==> src/rtl/gem_ext_fifo_tx_wide_pkg.sv <==
// Shared types and constants for the wide GEM external-FIFO TX bridge.
// Holds the bridge state enum, the m_status field layout and the GEM status bits.
package gem_ext_fifo_pkg;

  typedef enum logic [1:0] {
    ST_IDLE     = 2'd0,
    ST_XFER     = 2'd1,
    ST_DRAIN    = 2'd2,
    ST_WAIT_END = 2'd3
  } tx_state_e;

  localparam int STAT_TMO_BIT = 4;
  localparam int STAT_GEM_MSB = 3;
  localparam int STAT_GEM_LSB = 0;

  localparam int GEM_STAT_OK_BIT = 0;

  function automatic logic [4:0] make_status(input logic tmo, input logic [3:0] gem_st);
    logic [4:0] st;
    st = '0;
    st[STAT_TMO_BIT] = tmo;
    st[STAT_GEM_MSB:STAT_GEM_LSB] = gem_st;
    return st;
  endfunction

endpackage

==> src/rtl/gem_ext_fifo_tx_wide_if.sv <==
// Stream + GEM external-FIFO TX signal bundle for the wide TX bridge.
// slave = bridge view, master = upstream FIFO / GEM / status consumer view.
interface gem_ext_fifo_tx_wide_if #(
  parameter int S_DATA_WIDTH = 32,
  parameter int S_KEEP_WIDTH = S_DATA_WIDTH / 8
);
  logic [S_DATA_WIDTH-1:0] s_axis_tdata;
  logic [S_KEEP_WIDTH-1:0] s_axis_tkeep;
  logic                    s_axis_tvalid;
  logic                    s_axis_tready;
  logic                    s_axis_tlast;
  logic                    s_axis_tuser;
  logic [7:0]              gem_data;
  logic                    gem_data_ready;
  logic                    gem_data_valid;
  logic                    gem_data_rd_request;
  logic                    gem_sop;
  logic                    gem_eop;
  logic                    gem_err;
  logic                    gem_underflow;
  logic                    gem_control;
  logic                    gem_dma_tx_status_tog;
  logic                    gem_dma_tx_end_tog;
  logic [3:0]              gem_status;
  logic                    m_status_valid;
  logic [4:0]              m_status;

  modport slave (
    input  s_axis_tdata, s_axis_tkeep, s_axis_tvalid, s_axis_tlast, s_axis_tuser,
           gem_data_rd_request, gem_dma_tx_end_tog, gem_status,
    output s_axis_tready, gem_data, gem_data_ready, gem_data_valid, gem_sop, gem_eop,
           gem_err, gem_underflow, gem_control, gem_dma_tx_status_tog,
           m_status_valid, m_status
  );

  modport master (
    output s_axis_tdata, s_axis_tkeep, s_axis_tvalid, s_axis_tlast, s_axis_tuser,
           gem_data_rd_request, gem_dma_tx_end_tog, gem_status,
    input  s_axis_tready, gem_data, gem_data_ready, gem_data_valid, gem_sop, gem_eop,
           gem_err, gem_underflow, gem_control, gem_dma_tx_status_tog,
           m_status_valid, m_status
  );
endinterface

==> src/rtl/gem_ext_fifo_tx_wide_lane_sel.sv <==
// Byte-lane walker for one stream word: lane counter, lane mux and
// last-valid-lane detection (highest set tkeep bit, lane 0 when tkeep is empty).
module gem_tx_lane_sel
  import gem_ext_fifo_pkg::*;
#(
  parameter int S_KEEP_WIDTH = 4
) (
  input  logic                      clk,
  input  logic                      rstn,
  input  logic [S_KEEP_WIDTH*8-1:0] i_tdata,
  input  logic [S_KEEP_WIDTH-1:0]   i_tkeep,
  input  logic                      i_advance,
  input  logic                      i_clear,
  output logic [7:0]                o_byte,
  output logic                      o_last_lane
);
  localparam int LW = (S_KEEP_WIDTH > 1) ? $clog2(S_KEEP_WIDTH) : 1;

  logic [LW-1:0] r_lane_cnt;
  logic [LW-1:0] w_last_idx;

  always_comb begin
    w_last_idx = '0;
    for (int i = 0; i < S_KEEP_WIDTH; i++) begin
      if (i_tkeep[i]) w_last_idx = LW'(i);
    end
  end

  always_comb begin
    o_byte = '0;
    for (int i = 0; i < S_KEEP_WIDTH; i++) begin
      if (r_lane_cnt == LW'(i)) o_byte = i_tdata[i*8 +: 8];
    end
  end

  assign o_last_lane = (r_lane_cnt == w_last_idx);

  always_ff @(posedge clk or negedge rstn) begin
    if (!rstn) begin
      r_lane_cnt <= '0;
    end else if (i_clear) begin
      r_lane_cnt <= '0;
    end else if (i_advance) begin
      r_lane_cnt <= o_last_lane ? '0 : r_lane_cnt + 1'b1;
    end
  end
endmodule

==> src/rtl/gem_ext_fifo_tx_wide.sv <==
// Wide AXI-Stream to 8-bit GEM external-FIFO TX bridge, one frame in flight,
// with underflow drain and end-toggle timeout. GEM_TX_STATS_EN adds saturating counters.
module gem_ext_fifo_tx_wide
  import gem_ext_fifo_pkg::*;
#(
  parameter int S_DATA_WIDTH = 32,
  parameter int S_KEEP_WIDTH = S_DATA_WIDTH / 8,
  parameter int END_TIMEOUT  = 65535,
  parameter int CNT_WIDTH    = 32
) (
  input  logic clk,
  input  logic rstn,
  gem_ext_fifo_tx_wide_if.slave io_bus
`ifdef GEM_TX_STATS_EN
  ,
  output logic [CNT_WIDTH-1:0] stat_frames_ok,
  output logic [CNT_WIDTH-1:0] stat_frames_err,
  output logic [CNT_WIDTH-1:0] stat_underflow,
  output logic [CNT_WIDTH-1:0] stat_timeout
`endif
);
  localparam int TW = $clog2(END_TIMEOUT + 1);

  if ((S_DATA_WIDTH % 8) != 0 || S_DATA_WIDTH < 8 || S_DATA_WIDTH > 64 ||
      S_KEEP_WIDTH * 8 != S_DATA_WIDTH || END_TIMEOUT < 1 || CNT_WIDTH < 1) begin : g_bad_param
    $error("gem_ext_fifo_tx_wide: illegal parameter set");
  end

  tx_state_e     r_state, w_state_nxt;
  logic          r_armed, r_end_tog_q;
  logic [TW-1:0] r_tmo_cnt;
  logic [7:0]    r_gem_data;
  logic          r_valid, r_sop, r_eop, r_err, r_uf, r_status_tog, r_m_status_valid;
  logic [4:0]    r_m_status;
  logic          w_tog_chg, w_tmo_hit, w_serve, w_uf, w_word_done, w_eop, w_err;
  logic          w_last_lane;
  logic [7:0]    w_byte;

  gem_tx_lane_sel #(.S_KEEP_WIDTH(S_KEEP_WIDTH)) u_lane_sel (
    .clk         (clk),
    .rstn        (rstn),
    .i_tdata     (io_bus.s_axis_tdata),
    .i_tkeep     (io_bus.s_axis_tkeep),
    .i_advance   (w_serve),
    .i_clear     (r_state == ST_DRAIN),
    .o_byte      (w_byte),
    .o_last_lane (w_last_lane)
  );

  // r_armed keeps the combinational outputs at 0 while reset is (or was just) asserted
  always_comb begin
    w_tog_chg   = io_bus.gem_dma_tx_end_tog ^ r_end_tog_q;
    w_tmo_hit   = (r_state == ST_WAIT_END) && !w_tog_chg && (r_tmo_cnt == '0);
    w_serve     = r_armed && io_bus.gem_data_rd_request && io_bus.s_axis_tvalid &&
                  ((r_state == ST_IDLE) || (r_state == ST_XFER));
    w_uf        = r_armed && io_bus.gem_data_rd_request && !io_bus.s_axis_tvalid &&
                  (r_state == ST_XFER);
    w_word_done = w_serve && w_last_lane;
    w_eop       = w_word_done && io_bus.s_axis_tlast;
    w_err       = w_eop && (io_bus.s_axis_tuser || (io_bus.s_axis_tkeep == '0));
    w_state_nxt = r_state;
    case (r_state)
      ST_IDLE:     if (w_serve) w_state_nxt = w_eop ? ST_WAIT_END : ST_XFER;
      ST_XFER:     if (w_eop) w_state_nxt = ST_WAIT_END;
                   else if (w_uf) w_state_nxt = ST_DRAIN;
      ST_DRAIN:    if (r_armed && io_bus.s_axis_tvalid && io_bus.s_axis_tlast) w_state_nxt = ST_WAIT_END;
      ST_WAIT_END: if (w_tog_chg || w_tmo_hit) w_state_nxt = ST_IDLE;
      default:     w_state_nxt = ST_IDLE;
    endcase
  end

  always_ff @(posedge clk or negedge rstn) begin
    if (!rstn) begin
      r_state          <= ST_IDLE;
      r_armed          <= 1'b0;
      r_end_tog_q      <= 1'b0;
      r_tmo_cnt        <= '0;
      r_gem_data       <= '0;
      r_valid          <= 1'b0;
      r_sop            <= 1'b0;
      r_eop            <= 1'b0;
      r_err            <= 1'b0;
      r_uf             <= 1'b0;
      r_status_tog     <= 1'b0;
      r_m_status_valid <= 1'b0;
      r_m_status       <= '0;
    end else begin
      r_state          <= w_state_nxt;
      r_armed          <= 1'b1;
      r_end_tog_q      <= io_bus.gem_dma_tx_end_tog;
      r_gem_data       <= w_serve ? w_byte : 8'h00;
      r_valid          <= w_serve;
      r_sop            <= w_serve && (r_state == ST_IDLE);
      r_eop            <= w_eop;
      r_err            <= w_err;
      r_uf             <= w_uf;
      r_m_status_valid <= 1'b0;
      if ((r_state == ST_WAIT_END) && w_tog_chg) begin
        r_m_status_valid <= 1'b1;
        r_m_status       <= make_status(1'b0, io_bus.gem_status);
        r_status_tog     <= ~r_status_tog;
      end else if (w_tmo_hit) begin
        r_m_status_valid <= 1'b1;
        r_m_status       <= make_status(1'b1, 4'h0);
      end
      if ((r_state != ST_WAIT_END) && (w_state_nxt == ST_WAIT_END)) begin
        r_tmo_cnt <= TW'(END_TIMEOUT - 1);
      end else if ((r_state == ST_WAIT_END) && (r_tmo_cnt != '0)) begin
        r_tmo_cnt <= r_tmo_cnt - 1'b1;
      end
    end
  end

  assign io_bus.s_axis_tready = w_word_done ||
                                (r_armed && (r_state == ST_DRAIN) && io_bus.s_axis_tvalid);
  assign io_bus.gem_data_ready = r_armed && (((r_state == ST_IDLE) && io_bus.s_axis_tvalid) ||
                                             (r_state == ST_XFER));
  assign io_bus.gem_data              = r_gem_data;
  assign io_bus.gem_data_valid        = r_valid;
  assign io_bus.gem_sop               = r_sop;
  assign io_bus.gem_eop               = r_eop;
  assign io_bus.gem_err               = r_err;
  assign io_bus.gem_underflow         = r_uf;
  assign io_bus.gem_control           = 1'b0;
  assign io_bus.gem_dma_tx_status_tog = r_status_tog;
  assign io_bus.m_status_valid        = r_m_status_valid;
  assign io_bus.m_status              = r_m_status;

`ifdef GEM_TX_STATS_EN
  logic [CNT_WIDTH-1:0] r_stat_ok, r_stat_err, r_stat_uf, r_stat_tmo;
  logic                 w_end_hit;

  assign w_end_hit = (r_state == ST_WAIT_END) && w_tog_chg;

  always_ff @(posedge clk or negedge rstn) begin
    if (!rstn) begin
      r_stat_ok  <= '0;
      r_stat_err <= '0;
      r_stat_uf  <= '0;
      r_stat_tmo <= '0;
    end else begin
      if (w_end_hit && io_bus.gem_status[GEM_STAT_OK_BIT] && !(&r_stat_ok)) r_stat_ok <= r_stat_ok + 1'b1;
      if (((w_end_hit && !io_bus.gem_status[GEM_STAT_OK_BIT]) || w_tmo_hit) && !(&r_stat_err))
        r_stat_err <= r_stat_err + 1'b1;
      if (w_uf && !(&r_stat_uf)) r_stat_uf <= r_stat_uf + 1'b1;
      if (w_tmo_hit && !(&r_stat_tmo)) r_stat_tmo <= r_stat_tmo + 1'b1;
    end
  end

  assign stat_frames_ok  = r_stat_ok;
  assign stat_frames_err = r_stat_err;
  assign stat_underflow  = r_stat_uf;
  assign stat_timeout    = r_stat_tmo;
`endif
endmodule

==> src/flat_wrapper.sv <==
// flat-port wrapper written by rule: the top's interface ports become plain ports
module gem_ext_fifo_tx_wide_flat import gem_ext_fifo_pkg::*;
#(
  parameter int S_DATA_WIDTH = 32,
  parameter int S_KEEP_WIDTH = S_DATA_WIDTH / 8,
  parameter int END_TIMEOUT  = 65535,
  parameter int CNT_WIDTH    = 32
)
  (clk, rstn, io_bus_s_axis_tdata, io_bus_s_axis_tkeep, io_bus_s_axis_tvalid, io_bus_s_axis_tlast, io_bus_s_axis_tuser, io_bus_gem_data_rd_request, io_bus_gem_dma_tx_end_tog, io_bus_gem_status, io_bus_s_axis_tready, io_bus_gem_data, io_bus_gem_data_ready, io_bus_gem_data_valid, io_bus_gem_sop, io_bus_gem_eop, io_bus_gem_err, io_bus_gem_underflow, io_bus_gem_control, io_bus_gem_dma_tx_status_tog, io_bus_m_status_valid, io_bus_m_status);
  gem_ext_fifo_tx_wide_if #(.S_DATA_WIDTH(S_DATA_WIDTH), .S_KEEP_WIDTH(S_KEEP_WIDTH)) io_bus_i ();
  input  logic clk;
  input  logic rstn;
  input wire logic [$bits(io_bus_i.s_axis_tdata)-1:0] io_bus_s_axis_tdata;
  input wire logic [$bits(io_bus_i.s_axis_tkeep)-1:0] io_bus_s_axis_tkeep;
  input wire logic [$bits(io_bus_i.s_axis_tvalid)-1:0] io_bus_s_axis_tvalid;
  input wire logic [$bits(io_bus_i.s_axis_tlast)-1:0] io_bus_s_axis_tlast;
  input wire logic [$bits(io_bus_i.s_axis_tuser)-1:0] io_bus_s_axis_tuser;
  input wire logic [$bits(io_bus_i.gem_data_rd_request)-1:0] io_bus_gem_data_rd_request;
  input wire logic [$bits(io_bus_i.gem_dma_tx_end_tog)-1:0] io_bus_gem_dma_tx_end_tog;
  input wire logic [$bits(io_bus_i.gem_status)-1:0] io_bus_gem_status;
  output wire logic [$bits(io_bus_i.s_axis_tready)-1:0] io_bus_s_axis_tready;
  output wire logic [$bits(io_bus_i.gem_data)-1:0] io_bus_gem_data;
  output wire logic [$bits(io_bus_i.gem_data_ready)-1:0] io_bus_gem_data_ready;
  output wire logic [$bits(io_bus_i.gem_data_valid)-1:0] io_bus_gem_data_valid;
  output wire logic [$bits(io_bus_i.gem_sop)-1:0] io_bus_gem_sop;
  output wire logic [$bits(io_bus_i.gem_eop)-1:0] io_bus_gem_eop;
  output wire logic [$bits(io_bus_i.gem_err)-1:0] io_bus_gem_err;
  output wire logic [$bits(io_bus_i.gem_underflow)-1:0] io_bus_gem_underflow;
  output wire logic [$bits(io_bus_i.gem_control)-1:0] io_bus_gem_control;
  output wire logic [$bits(io_bus_i.gem_dma_tx_status_tog)-1:0] io_bus_gem_dma_tx_status_tog;
  output wire logic [$bits(io_bus_i.m_status_valid)-1:0] io_bus_m_status_valid;
  output wire logic [$bits(io_bus_i.m_status)-1:0] io_bus_m_status;
  assign io_bus_i.s_axis_tdata = io_bus_s_axis_tdata;
  assign io_bus_i.s_axis_tkeep = io_bus_s_axis_tkeep;
  assign io_bus_i.s_axis_tvalid = io_bus_s_axis_tvalid;
  assign io_bus_i.s_axis_tlast = io_bus_s_axis_tlast;
  assign io_bus_i.s_axis_tuser = io_bus_s_axis_tuser;
  assign io_bus_i.gem_data_rd_request = io_bus_gem_data_rd_request;
  assign io_bus_i.gem_dma_tx_end_tog = io_bus_gem_dma_tx_end_tog;
  assign io_bus_i.gem_status = io_bus_gem_status;
  assign io_bus_s_axis_tready = io_bus_i.s_axis_tready;
  assign io_bus_gem_data = io_bus_i.gem_data;
  assign io_bus_gem_data_ready = io_bus_i.gem_data_ready;
  assign io_bus_gem_data_valid = io_bus_i.gem_data_valid;
  assign io_bus_gem_sop = io_bus_i.gem_sop;
  assign io_bus_gem_eop = io_bus_i.gem_eop;
  assign io_bus_gem_err = io_bus_i.gem_err;
  assign io_bus_gem_underflow = io_bus_i.gem_underflow;
  assign io_bus_gem_control = io_bus_i.gem_control;
  assign io_bus_gem_dma_tx_status_tog = io_bus_i.gem_dma_tx_status_tog;
  assign io_bus_m_status_valid = io_bus_i.m_status_valid;
  assign io_bus_m_status = io_bus_i.m_status;
  gem_ext_fifo_tx_wide #(.S_DATA_WIDTH(S_DATA_WIDTH), .S_KEEP_WIDTH(S_KEEP_WIDTH), .END_TIMEOUT(END_TIMEOUT), .CNT_WIDTH(CNT_WIDTH)) u_core (.clk(clk), .rstn(rstn), .io_bus(io_bus_i));
endmodule
==> config.mk <==
export PLATFORM = sky130hd
export DESIGN_NAME = gem_ext_fifo_tx_wide_flat
export DESIGN_NICKNAME = d
export VERILOG_FILES = /design/src/rtl/gem_ext_fifo_tx_wide_pkg.sv /design/src/rtl/gem_ext_fifo_tx_wide_if.sv /design/src/rtl/gem_ext_fifo_tx_wide_lane_sel.sv /design/src/rtl/gem_ext_fifo_tx_wide.sv /design/src/flat_wrapper.sv
export SDC_FILE = /design/constraint.sdc
export NUM_CORES = 1
export LEC_CHECK = 0
export ABC_AREA = 1
export CELL_PAD_IN_SITES_DETAIL_PLACEMENT = 0
export CELL_PAD_IN_SITES_GLOBAL_PLACEMENT = 1
export CORE_AREA = 3 3 87 89
export CTS_CLUSTER_DIAMETER = 50
export DETAILED_ROUTE_END_ITERATION = 8
export DIE_AREA = 0 0 90 92
export HOLD_SLACK_MARGIN = 0.08
export PLACE_DENSITY = 0.86
export SLEW_MARGIN = 5
export SYNTH_ARGS = -nofsm -noshare
export SYNTH_HDL_FRONTEND = slang
export SYNTH_SLANG_ARGS = --single-unit
==> constraint.sdc <==
create_clock -name clk -period 1.9 [get_ports clk]
set_clock_uncertainty 0.1 [all_clocks]
set_input_delay 0.19 -clock clk [delete_from_list [all_inputs] [get_ports clk]]
set_output_delay 0.19 -clock clk [all_outputs]
set_load 0.005 [all_outputs]
==> flow_summary.yaml <==
run_status:
  outcome: "complete, no violations"
global_route:
  grt_remaining_overflow: 0
  grt.total_usage: 0.1361
  grt_pass1_vias: 2083
  grt_max_degree: 43
  antenna_found_initial: 0
  grt_pass1_wl_um: 9280
power_and_ir_drop:
  leakage_uw: 0.001410
  pwr-share-comb: 0.466
  swShare: 0.3746
  p_int_uw: 2134
  peakVddDrop_mv: 0.4178
  p_per_area_nw_per_um2: 1013
  p_seq_frac: 0.352
  clkPwrFrac: 0.182
  p_total_uw: 3413
  power.switching_uw: 1278
finish:
  final_area_sq_um: 3369
  layout-drive-gt1-share: 0.1917
  nets: 412
  area_growth_pct: 43.09
  final_core_util: 0.4932
  seqCellArea_sq_um: 1054
  multi_input_area_sq_um: 1164
  diodes: 0
  nFillCells: 695
yosys:
  synth_top_area_cell: "dfrtp_1"
  syn_nets: 326
  ys_seq_area_frac: 0.4463
  ys_types: 32
  ys_top_cells_by_area: "dfrtp_1, nor2_1, nand2_1"
  avgSynthCellArea_sq_um: 8.625
  ys_ff_latch: 42
  synth-warning-count: 0
  synth_cells: 273
  netlist_area_sq_um: 2355
  synth_top_cell_area_share: 0.4463
worst_setup_path:
  worst-path-max-fanout: 15
  critPathLaunchType: "flop"
  path_buf_inv: 0
  cp_top_family: "simple AND/OR/NAND/NOR gates"
  crit_path_cell_trace: "nor2_1 > nand2_1 > nor2_2 > nand2_2 > nand3_2 > nand2_2 > nor2_4 > nor2_4 > nand2_8 > nand3_1"
  critPathSlowestCell: "dfrtp_1"
  critPathArrivalTime_ps: 1830
  crit_type: "reg2reg"
  end_kind: "flop"
  critPathMaxStageDelay_ps: 420
  crit_required_ps: 1970
clock_network:
  cts_buffers: 5
  cts_tree: "done"
  cts-root-buf: "clkbuf_8"
  clockBufferDepth: 2
  clkLatencyLatePin_ps: 290
  h-tree-depth: 2
  cts_sinks: 42
  path_clk_slew_ps: 90
drt:
  drtIter0Drc: 105
  ant_nets: 0
  num_vias: 2065
  wl_per_cell_um: 11.87
  drc: 0
  wl_um: 5414
  firstDrtPassIters: 5
  via_per_inst: 4.529
die:
  die_w_um: 90
  die_h_um: 92
  core_area_sq_um: 6832
  io-pin-count: 70
  start_util: 0.3447
  num_rows: 30
  design.die.area_sq_um: 8280
timing:
  fmax_ghz: 0.5704
  tightestPinTransition_ps: 533.5
  fin_worst_hold_slack_ps: 294.1
  min_period_ps: 1753
  relSlewSlack: 0.6443
  maxSlewViolCount: 0
  min_period_over_period: 0.9227
  layout_setup_ws_ps: 147.0
  setup_violations: 0
  hold_viol: 0
placed_design:
  dp_hpwl_um: 4160
  postPlaceCellArea_sq_um: 3207
  gp_congestion: 0.8136
  preCtsSetupSlack_ps: -75.85
  io_buffers: 68
min_path:
  hp-class: "in2reg"
run:
  maxCapViolCount: 0
synthesized netlist by cell type:
master    count
dfrtp_1      42
nor2_1       39
nand2_1      37
inv_1        23
a21oi_1      19
nand2_2      14
nand3_1      14
o21ai_0      11
o31ai_1       8
xnor2_1       7
xor2_1        7
ha_1          6
nand4_1       6
nor3_1        5
clkbuf_1      4
inv_2         4
nor2_2        4
nor2_4        4
nand2_4       3
conb_1        2
nand3_2       2
nor2_8        2
a32o_1        1
buf_1         1
buf_12        1
buf_4         1
inv_6         1
mux2_2        1
nand3_4       1
nand3b_1      1
nor3_2        1
nor4_1        1
final timing paths:
check                      slack (ps)                                  end                           startpoint  depth (start not counted)
max                               150                  u_core.r_tmo_cnt[5]                  u_core.r_tmo_cnt[5]                         10
min                               290                   u_core.r_end_tog_q            io_bus_gem_dma_tx_end_tog                          1
max reg2reg                       150                  u_core.r_tmo_cnt[5]                  u_core.r_tmo_cnt[5]                         10
min reg2reg                       390  u_core.io_bus.gem_dma_tx_status_tog  u_core.io_bus.gem_dma_tx_status_tog                          1
max in group asynchronous         910                    u_core.r_state[1]                                 rstn                          3
min in group asynchronous         380                  u_core.r_tmo_cnt[4]                                 rstn                          3
area by class of cell:
class,count,share of cell area
well taps,96,0.03565
multi-input cells,196,0.3453
clock inverters,2,0.004827
repair buffers,86,0.2443
inverters,28,0.03268
clock buffers,6,0.02451
flip-flops and latches,42,0.3127
power by group through the flow:
stage / clock [uW] / combinational, uW / sequential, uW
final: 622 / 1590 / 1200
after floorplan: 0 / 932 / 1210
after global routing: 683 / 1780 / 1220
after global placement: 0 / 1470 / 1230
after detailed placement: 0 / 1480 / 1220
after CTS: 646 / 1540 / 1200
metrics by stage:
stage | std cells | setup TNS [ps]
6_report | 456 | 0
5_1_grt | 456 | -19.61
4_1_cts | 454 | 0
3_5_place_dp | 442 | -400.2
3_3_place_gp | 442 | -135.6
2_1_floorplan | 273 | 0
timing repair:
action	4_1_cts	5_1_grt
gates cloned	0	0
hold buffers	1	0
endpoints found under the setup margin	2	15
gates resized for setup	5	4
buffers inserted	3	2
hold endpoints to repair	42	0
pin swaps	0	1
cell families (layout without fill, tap and decap cells):
| group | after synthesis | in the layout | synth area share |
|---|---|---|---|
| AOI/OAI and AO/OA | 39 | 39 | 0.09352 |
| xor gates and xnor gates | 14 | 14 | 0.05207 |
| adders and majority gates | 6 | 6 | 0.03188 |
| buffers and inverters | 35 | 122 | 0.06641 |
| DFF | 42 | 42 | 0.4463 |
| muxes | 1 | 1 | 0.004782 |
| other | 2 | 2 | 0.003189 |
| and+or+nand+nor | 134 | 134 | 0.3018 |
layer usage:
layer | wire length [um] | vias to the layer above | GRT usage
met5 | 0 | - | 0
met4 | 37 | 0 | 0.03827
met3 | 475 | 4 | 0.04840
met2 | 2571 | 62 | 0.2278
met1 | 2329 | 948 | 0.1656
li1 | - | 1051 | -
worst register-to-register path, stage by stage, from the launching register on:
cell and delay [ps]:
dfrtp_1 420, nor2_1 150, nand2_1 110, nor2_2 150, nand2_2 110, nand3_2 110
nand2_2 70, nor2_4 110, nor2_4 60, nand2_8 140, nand3_1 100
sequential cells by signal, indices dropped and copies added (netlist names), 2 cells and up:
name and flops:
u_core.r_tmo_cnt 16, u_core.r_state 2, u_core.u_lane_sel.r_lane_cnt 2, u_core.io_bus.gem_data 8, u_core.io_bus.m_status 5
cells in the final DEF, fill, tap and decap left out, types with 8 or more instances in the layout:
cell / n
o31ai_1: 8
nor2_1: 36
dfrtp_1: 40
nand3_1: 14
buf_4: 16
o21ai_0: 11
inv_1: 22
clkdlybuf4s50_1: 65
nand2_2: 14
a21oi_1: 19
nand2_1: 37
Power figures use the tool's default switching activity.
